**config.mk**
```make
export PLATFORM = sky130hd
export DESIGN_NAME = fwd_sel_pipe
export DESIGN_NICKNAME = d
export VERILOG_FILES = /design/src/rtl/fwd_sel_pipe.sv
export SDC_FILE = /design/constraint.sdc
export NUM_CORES = 1
export LEC_CHECK = 0
export ABC_CLOCK_PERIOD_IN_PS = 3450
export BUFFER_PORTS_ARGS = -buffer_cell sky130_fd_sc_hd__clkbuf_2
export CORE_AREA = 4 4 105 107
export CTS_CLUSTER_DIAMETER = 100
export DETAILED_ROUTE_END_ITERATION = 12
export DIE_AREA = 0 0 109 111
export GPL_TIMING_DRIVEN = 0
export HOLD_SLACK_MARGIN = 0.06
export PLACE_DENSITY = 0.94
export SYNTH_ARGS = -nofsm -noshare
export SYNTH_HDL_FRONTEND = slang
export SYNTH_SLANG_ARGS = --single-unit
```
**constraint.sdc**
```tcl
create_clock -name clk -period 3.45 [get_ports clk]
set_clock_uncertainty 0.15 [all_clocks]
set_input_delay 0.8625 -clock clk [delete_from_list [all_inputs] [get_ports clk]]
set_output_delay 0.8625 -clock clk [all_outputs]
set_load 0.05 [all_outputs]
```
**src/rtl/fwd_sel_pipe.sv**
```systemverilog
// -----------------------------------------------------------------------------
// fwd_sel_pipe
//   N-way operand-forwarding selector followed by a STAGES-deep register
//   pipeline. Each stage carries data, a valid bit and an error tag. The tag
//   marks a beat whose select was out of range. Out-of-range selects that are
//   actually accepted also set a sticky flag and bump a saturating 8-bit
//   counter for debug.
//
// Parameters
//   WIDTH   data width of each input and of the result
//   NUM_IN  number of selectable inputs (2..16)
//   STAGES  register stages between select and output (1..4)
//   SEL_W   derived select width, not meant to be overridden
//
// Ports
//   clk        rising-edge clock
//   rst_n      asynchronous active-low reset
//   in_data    packed inputs, input k at [k*WIDTH +: WIDTH]
//   select     input index
//   valid_in   select/in_data meaningful this cycle
//   stall      hold every stage
//   flush      zero every stage (takes precedence over stall)
//   err_clr    clear the sticky sel_err flag
//   result     last-stage data
//   valid_out  last-stage valid
//   err_out    last-stage error tag (aligned with result)
//   sel_err    sticky: an out-of-range select was accepted
//   err_count  saturating count of accepted out-of-range selects
// -----------------------------------------------------------------------------
module fwd_sel_pipe #(
  parameter  int WIDTH  = 64,
  parameter  int NUM_IN = 3,
  parameter  int STAGES = 1,
  localparam int SEL_W  = (NUM_IN > 1) ? $clog2(NUM_IN) : 1
) (
  input  logic                    clk,
  input  logic                    rst_n,
  input  logic [NUM_IN*WIDTH-1:0] in_data,
  input  logic [SEL_W-1:0]        select,
  input  logic                    valid_in,
  input  logic                    stall,
  input  logic                    flush,
  input  logic                    err_clr,
  output logic [WIDTH-1:0]        result,
  output logic                    valid_out,
  output logic                    err_out,
  output logic                    sel_err,
  output logic [7:0]              err_count
);

  // One extra bit so NUM_IN itself is representable; with a power-of-two
  // NUM_IN the compare below folds to constant false.
  localparam logic [SEL_W:0] LP_NUM_IN = (SEL_W + 1)'(NUM_IN);

  logic [WIDTH-1:0] r_data  [STAGES];
  logic             r_valid [STAGES];
  logic             r_err   [STAGES];

  logic             r_sel_err;
  logic [7:0]       r_err_count;

  logic [WIDTH-1:0] w_sel_data;
  logic             w_oor;
  logic             w_acc_err;

  assign w_oor     = ({1'b0, select} >= LP_NUM_IN);
  assign w_acc_err = valid_in & ~stall & ~flush & w_oor;

  // Input mux. An out-of-range select matches no arm and leaves data at zero.
  always_comb begin
    // NOTE: default first so every path assigns w_sel_data; no latch inferred.
    w_sel_data = '0;
    for (int k = 0; k < NUM_IN; k++) begin
      if (select == SEL_W'(k)) w_sel_data = in_data[k*WIDTH +: WIDTH];
    end
  end

  // Pipeline: all stages share one stall/flush decision, so a beat never
  // duplicates or drops while the pipe is frozen.
  always_ff @(posedge clk or negedge rst_n) begin
    if (!rst_n) begin
      // NOTE: the stage array is a handful of flops, not a RAM, so it is reset
      // explicitly; valid_out must drop the instant rst_n falls.
      for (int i = 0; i < STAGES; i++) begin
        r_data[i]  <= '0;
        r_valid[i] <= 1'b0;
        r_err[i]   <= 1'b0;
      end
    end else if (flush) begin
      for (int i = 0; i < STAGES; i++) begin
        r_data[i]  <= '0;
        r_valid[i] <= 1'b0;
        r_err[i]   <= 1'b0;
      end
    end else if (!stall) begin
      // NOTE: non-blocking assignments make every stage read its neighbour's
      // old value, giving a true shift rather than a fall-through.
      r_data[0]  <= w_sel_data;
      r_valid[0] <= valid_in;
      r_err[0]   <= valid_in & w_oor;
      for (int i = 1; i < STAGES; i++) begin
        r_data[i]  <= r_data[i-1];
        r_valid[i] <= r_valid[i-1];
        r_err[i]   <= r_err[i-1];
      end
    end
  end

  // Debug accounting. A set on the same edge as err_clr wins; the counter is
  // only cleared by reset and sticks at 255.
  always_ff @(posedge clk or negedge rst_n) begin
    if (!rst_n) begin
      r_sel_err   <= 1'b0;
      r_err_count <= 8'd0;
    end else begin
      if (w_acc_err)    r_sel_err <= 1'b1;
      else if (err_clr) r_sel_err <= 1'b0;
      if (w_acc_err && (r_err_count != 8'hFF)) r_err_count <= r_err_count + 8'd1;
    end
  end

  assign result    = r_data[STAGES-1];
  assign valid_out = r_valid[STAGES-1];
  assign err_out   = r_err[STAGES-1];
  assign sel_err   = r_sel_err;
  assign err_count = r_err_count;

endmodule

```
* Word-level counts from Yosys, hierarchy flattened
Index checks and enable logic that the tools add are counted.
Widths: inputs -> output; s select.
** Word-level totals
- Output and inout bits :: 75
- Logic and storage cells :: 31
- Register bits after elaboration :: 75
- Input port bits :: 200
** Cells by class
- Magnitude comparators :: 1
- Equal/unequal tests :: 4
- Reduce and logical (&&, ||, !) cells :: 3
- Bitwise operators :: 6
- Add/subtract/negate cells :: 1
- Mux-type cells :: 11
** Operators with widths (number)
- $mux 64 :: 5
- $add 8x1->8 const B :: 1
- $ne 8x8->1 const B :: 1
- $mux 1 :: 6
- $and 1x1->1 :: 4
- $eq 2x1->1 const B :: 1
- $eq 2x2->1 const B :: 1
- $ge 2x2->1 const B :: 1
- $logic_not 2->1 :: 1
- $ne 2x1->1 const B :: 1
- $not 1->1 :: 2
- $reduce_bool 2->1 :: 1
- $logic_and 1x1->1 :: 1

* Depth between registers and ports, before layout
Gate-level depths: netlist (run 1).
- Word-level depth :: 6
- Mapped depth :: 6
- Gate-level depth less buffers :: 5

* Worst setup path after synthesis (run 1)
No wires, ideal clock.
- Path type :: input-to-reg
- Start point :: in valid_in
- End point :: reg r_err_count[7], in the netlist err_count[7]
- Required time :: 3175 ps
- Setup slack :: 1361 ps
- Arrival time :: 1814 ps
- Cell stages on the path :: 4
- Cell sequence :: nor2b_1 > nand4b_4 > nor3_1 > mux2_2
** Between the ends
- Cells in the longest elaborated chain, start to end :: 4
** RTL lines
- from (decl) :: line 40 : input logic valid_in,
- $and 1x1->1 (3 in a row) :: line 67 : assign w_acc_err = valid_in & ~stall & ~flush & w_oor;
- $logic_and 1x1->1 :: line 118 : if (w_acc_err && (r_err_count != 8'hFF)) r_err_count <= r_err_count + 8'd1;
- to (signal assigned) :: line 118
- to (decl) :: line 60 : logic [7:0] r_err_count;
Every way passes these cells.
A chain may end at the register's enable or synchronous reset.

* Worst setup path after layout (run 1)
- Start point :: reg r_err_count[2], in the netlist err_count[2]
- End point :: out err_count[2]
** RTL lines
- to (decl) :: line 48 : output logic [7:0] err_count
No word-level cell between the ends.

==> metrics.md, run 1 <==
| Metric | Value |
|---|---|
| Outcome | `complete, no violations` |
| Area grow syn2layout | `39.39%` |
| Worst hold slack | `approximately 340 ps` |
| DRC viols | `0` |
| CP endpoint kind | `output port` |
| Wirelength per Cell | `16.08 um` |
| Fraction of layout cells with a size suffix above 1 | `between 40% and 50%` |
| DRT antenna net count | `0` |
| Hold Fails Final Rpt | `0` |
| Std cell rows | `37` |
| Post-Syn Area | `4422 um^2` |
| P_leak | `3.287 nW` |
| Maximum vdd drop | `0.2057 mV` |
| Die ar. | `12100 um^2` |
| Setup TNS | `0 ps` |
| Cell area power density | `roughly 390 nW/um^2` |
| Drt via density | `5.146` |
| Post-synth top area share | `between 40% and 50%` |
| Setup-failing EPs final | `0` |
| Chip Height | `around 110 um` |
| Synthesized area per cell | `between 9 and 10 um^2` |
| CP arrival | `roughly 1100 ps` |
| ANT cells | `0` |
| Max Buffers Root-to-Sink | `2` |
| Final Critical Period | `between 2000 and 2500 ps` |
| TritonCTS Sinks | `75` |
| Max Freq | `0.4706 GHz` |
| First DRT Iteration DRCs | `between 200 and 250` |
| Net count, final | `960` |
| Mapped Cells | `~470` |
| # Post-CTS Setup Buffers | `0` |
| Antenna violations before repair | `0` |
| Most frequent cells after synthesis | `dfrtp_1 (75), nor3_1 (69), nor2_1 (67)` |
| CTS buffer count | `9` |
| Clk_lat worst skew | `~340 ps` |
| Seq cells post-synth | `75` |
| Main combinational cell family by area after synthesis | `simple AND/OR/NAND/NOR gates` |
| Vias in the first global route | `4778` |
| Post-synthesis adder-cell area fraction | `less than 1%` |
| Syn Nets | `~670` |
| Crit-path leading delay family | `flip-flops` |
| Reg area | `1877 um^2` |
| H-tree depth | `3` |
| Post-CTS Hold Buffers | `0` |
| Critical path's largest stage delay | `450 ps` |
| Asr flop ratio synth | `100.0%` |
| Routed wire length | `around 14 mm` |
| Number of flops mapped to enable cells by yosys | `0` |
| YS warnings | `0` |
| Port Buffers | `roughly 270` |
| Hold Path Class | `input port to async pin` |
| Critical path required time | `2440 ps` |
| Crit path kind | `flip-flop to output port` |
| DR pass1 iterations | `4` |
| Grt ovf | `0` |
| Core area | `between 10000 and 15000 um^2` |
| Multi-input gate area | `roughly 2300 um^2` |
| Via count | `~4600` |
| I/O Pins | `roughly 280` |
| Die Width | `109 um` |
| Worst-Margin Slew | `approximately 660 ps` |
| Sequential area share after synthesis | `42.44%` |
| Max cap viols | `0` |
| CTS tree | `yes` |
| Synth Area in Compound Gates | `between 10 and 15%` |
| Reg-to-reg startpoint | `err_count[0]` |
| Library cells used by synthesis | `23` |
| Root Driver | `clkbuf_8` |
| Area contributors post-synth | `dfrtp_1 (42%), mux2i_1 (14%), a211oi_1 (11%)` |
| Clock Pin Slew Worst Setup and Hold Paths | `approximately 90 ps` |
| First-pass GRT wire length | `between 20 and 25 mm` |
| CP Max Fanout | `6` |
| GRT Overall Usage | `23.60%` |
| Post-synthesis xor/xnor area fraction | `less than 1%` |
| Startpoint class of the critical path | `flip-flop` |
| Slew Viols, Final | `0` |
| Tcrit/Tclk final | `61.60%` |
| R2r setup slk | `approximately 1800 ps` |
| Post-Synth Simple-Gate Area | `24.79%` |
| Routability Congestion | `roughly 0.85` |
| Synth area leader | `dfrtp_1` |
| Mux cell area share after synthesis | `roughly 16%` |
| RR Endpoint | `err_count[1]` |
| CP cell instances | `clkbuf_2` |
| Post-cts sizing count | `0` |
| Dominant synthesized flop cell | `dfrtp_1` |
| Slew Limit Headroom | `around 56%` |
| Worst-case reg-to-reg path depth | `5` |
| DPL Wire Length | `roughly 12 mm` |
| WP buf/inv | `1` |
| Slowest cell on the critical path | `dfrtp_1` |
| Largest net degree at the start of global routing | `43` |
| # fillers | `around 900` |
| Unrepaired setup endpoints after global routing | `false` |
| Initial Util | `43.61%` |
| Count leader, synth | `dfrtp_1` |
[power breakdown]
part           internal (mW)  switching, mW  leakage [nW]  total (mW)
Combinational          0.266          0.513          2.21       0.779
Sequential             0.947         0.0563         0.988        1.00
Clock                  0.281          0.342        0.0924       0.623
Total                   1.49          0.912          3.29        2.41
[worst max-delay path by stage]
stage / from / endpoint / cells past startpoint
after floorplan: valid_in / err_count[7] / 4
after global placement: rst_n / result[49] / 1
after detailed placement: select[1] / result[46] / 6
after CTS: err_count[2] / err_count[2] / 1
after global routing: select[1] / result[0] / 6
final: err_count[2] / err_count[2] / 1
[area by class of cell]
type                    count  area share [%]
multi-input cells         354           37.72
well taps                 136           2.761
clock buffers              10           2.233
inverters                   2          0.1218
repair buffers            275           22.61
flip-flops and latches     75           30.45
plain buffers              42           3.451
clock inverters             6          0.6496
[layout by cell type, fill, tap and decap left out, types with 10 or more instances in the layout]
master    count
a211oi_1     64
buf_2        11
clkbuf_1     24
clkbuf_2    273
clkbuf_8     10
dfrtp_1      75
mux2i_1      64
nor2_1       67
nor2b_1      66
nor3_1       69
[sequential cells by signal, indices dropped and copies added, names as in the netlist]
register,count
result,64
err_count,8
err_out,1
sel_err,1
valid_out,1
[routing by layer]
layer / up-vias / GRT usage [%] / wire (um)
li1: 2249 / - / -
met4: 0 / 6.566 / 211
met5: - / 0 / 0
met3: 18 / 4.776 / 1202
met2: 206 / 41.40 / 7325
met1: 2158 / 28.92 / 5732
[kinds of logic after synthesis]
family          Yosys count
compound gates           67
xor+xnor                  4
fa+ha+maj                 1
buf+inv                  44
flops                    75
mux                      68
simple gates            214
[stage by stage]
stage | instance area, um^2 | util, % | power, mW | instances | setup WS [ps]
2_1_floorplan | 4422 | - | 1.516 | 473 | 1361
3_3_place_gp | 5963 | 58.82 | 1.782 | 883 | 692.9
3_5_place_dp | 5986 | 59.04 | 1.804 | 884 | 976.0
4_1_cts | 6163 | 60.79 | 2.429 | 900 | 1306
5_1_grt | 6163 | 60.79 | 2.535 | 900 | 1209
6_report | 6163 | 60.79 | 2.406 | 900 | 1325
Power figures use the tool's default switching activity.
==> inputs of run 2 (changes only) <==
==> config.mk (replaced) <==
export PLATFORM = sky130hd
export DESIGN_NAME = fwd_sel_pipe
export DESIGN_NICKNAME = d
export VERILOG_FILES = /design/src/rtl/fwd_sel_pipe.sv
export SDC_FILE = /design/constraint.sdc
export NUM_CORES = 1
export LEC_CHECK = 0
export ABC_CLOCK_PERIOD_IN_PS = 1700
export BUFFER_PORTS_ARGS = -buffer_cell sky130_fd_sc_hd__clkbuf_2
export CORE_MARGIN = 4
export CORE_UTILIZATION = 39
export CTS_CLUSTER_DIAMETER = 100
export DETAILED_ROUTE_END_ITERATION = 12
export GPL_TIMING_DRIVEN = 0
export HOLD_SLACK_MARGIN = 0.06
export PLACE_DENSITY = 0.89
export SYNTH_ARGS = -nofsm -noshare
export SYNTH_HDL_FRONTEND = slang
export SYNTH_SLANG_ARGS = --single-unit
==> constraint.sdc (replaced) <==
create_clock -name clk -period 1.7 [get_ports clk]
set_clock_uncertainty 0.15 [all_clocks]
set_input_delay 0.425 -clock clk [delete_from_list [all_inputs] [get_ports clk]]
set_output_delay 0.425 -clock clk [all_outputs]
set_load 0.05 [all_outputs]
==> metrics.md, run 2 (same netlist as run 1, synthesis figures left out) <==
| Metric | Value |
|---|---|
| Setup-failing EPs final | `0` |
| # Post-CTS Setup Buffers | `0` |
| Hold Path Class | `input port to flip-flop` |
| Initial Util | `40.26%` |
| Setup TNS | `0 ps` |
| Port Buffers | `274` |
| Clock Pin Slew Worst Setup and Hold Paths | `approximately 60 ps` |
| DR pass1 iterations | `5` |
| Drt via density | `5.144` |
| TritonCTS Sinks | `75` |
| Critical path required time | `about 1100 ps` |
| Critical path's largest stage delay | `approximately 400 ps` |
| Max Freq | `between 0.6 and 0.7 GHz` |
| Max Buffers Root-to-Sink | `2` |
| Fin cells | `around 910` |
| CP arrival | `1040 ps` |
| Routability Congestion | `0.8833` |
| Worst-Margin Slew | `roughly 570 ps` |
| Root Driver | `clkbuf_16` |
| Antenna violations before repair | `0` |
| GRT Overall Usage | `a little over a fifth` |
| Max cap viols | `0` |
| Core area | `10980 um^2` |
| Die Width | `between 100 and 150 um` |
| Routed wire length | `14.42 mm` |
| DPL Wire Length | `11.55 mm` |
| Slew Limit Headroom | `roughly three fifths` |
| H-tree depth | `3` |
| Slowest cell on the critical path | `dfrtp_1` |
| Tcrit/Tclk final | `roughly 95%` |
| WP buf/inv | `1` |
| Outcome | `complete, no violations` |
| Area grow syn2layout | `44.57%` |
| Largest register FFs | `between 60 and 70` |
| Net count, final | `~960` |
| Hold Fails Final Rpt | `0` |
| CP Max Fanout | `5` |
| Unrepaired setup endpoints after global routing | `false` |
| DRT antenna net count | `0` |
| CP endpoint kind | `output port` |
| Cell count after placement | `~890` |
| # fillers | `between 1000 and 1500` |
| Final Critical Period | `roughly 1600 ps` |
| First DRT Iteration DRCs | `215` |
| CTS buffer count | `9` |
| DRC viols | `0` |
| Most frequent cells in the layout | `clkbuf_2 (279), dfrtp_1 (70), nor3_1 (69)` |
| Placement Setup Slack | `-459.0 ps` |
| Worst hold slack | `~140 ps` |
| CP cell instances | `clkbuf_2` |
| I/O Pins | `275` |
| Pwr Total | `5.880 mW` |
| Chip Height | `114.5 um` |
| Vias in the first global route | `approximately 4500` |
| Maximum vdd drop | `0.5248 mV` |
| Wirelength per Cell | `15.93 um` |
| Post-route design area | `around 6400 um^2` |
| First-pass GRT wire length | `22.18 mm` |
| Final Core Density | `between 50% and 60%` |
| CTS tree | `yes` |
| ANT cells | `0` |
| Via count | `between 4000 and 5000` |
| Dpl cell area | `around 6000 um^2` |
| Std cell rows | `38` |
| Cell area power density | `roughly 920 nW/um^2` |
| Most common cell after layout, fill and taps aside | `clkbuf_2` |
| P_leak | `around 3.4 nW` |
| Die ar. | `approximately 13000 um^2` |
| Grt ovf | `0` |
| Crit-path leading delay family | `flip-flops` |
| Fraction of layout cells with a size suffix above 1 | `a little over two fifths` |
| Crit path kind | `flip-flop to output port` |
| Startpoint class of the critical path | `flip-flop` |
| Largest net degree at the start of global routing | `between 40 and 50` |
| Clk_lat worst skew | `approximately 330 ps` |
| Final setup margin | `between 80 and 90 ps` |
| Slew Viols, Final | `0` |
[run 2: worst paths after layout]
path | startpoint | to | slack [ps] | depth (start not counted)
min in group asynchronous | rst_n | result[40] | 490 | 2
max in group asynchronous | rst_n | err_count[0] | 300 | 3
worst max-delay path | err_count[7] | err_count[7] | 90 | 1
worst min-delay path | err_clr | sel_err | 140 | 2
worst max register to register | err_count[0] | err_count[1] | 100 | 5
worst min register to register | err_count[4] | err_count[4] | 350 | 1
[run 2: what timing repair did]
action,in CTS,in global routing
endpoints found under the setup margin,3,34
gates resized for setup,3,12
endpoints found under the hold margin,39,0
hold buffers,1,0
[run 2: per-layer routing]
metal	vias up	part of all wire, %	global-route usage (%)
met2	207	52	38.42
met5	-	0	0
met1	2183	39	25.95
met4	0	1.3	4.830
li1	2248	-	-
met3	17	8.2	4.440
[run 2: layout make-up]
| cell class | instances | area (um^2) | share of cell area [%] |
|---|---|---|---|
| multi-input combinational | 354 | 2345 | 36.68 |
| sequential | 75 | 1883 | 29.46 |
| timing repair buffer | 276 | 1404 | 21.96 |
| clock buffer | 12 | 256.5 | 4.013 |
| buffer | 42 | 224.0 | 3.504 |
| tap | 140 | 175.2 | 2.740 |
| clock inverter | 4 | 97.59 | 1.527 |
| inverter | 2 | 7.507 | 0.1174 |
[run 2: power breakdown]
group	internal (mW)	switching (mW)	total, mW
combinational	0.550	1.05	1.60
sequential	1.93	0.115	2.05
clock	1.52	0.722	2.24
total	4.00	1.88	5.88
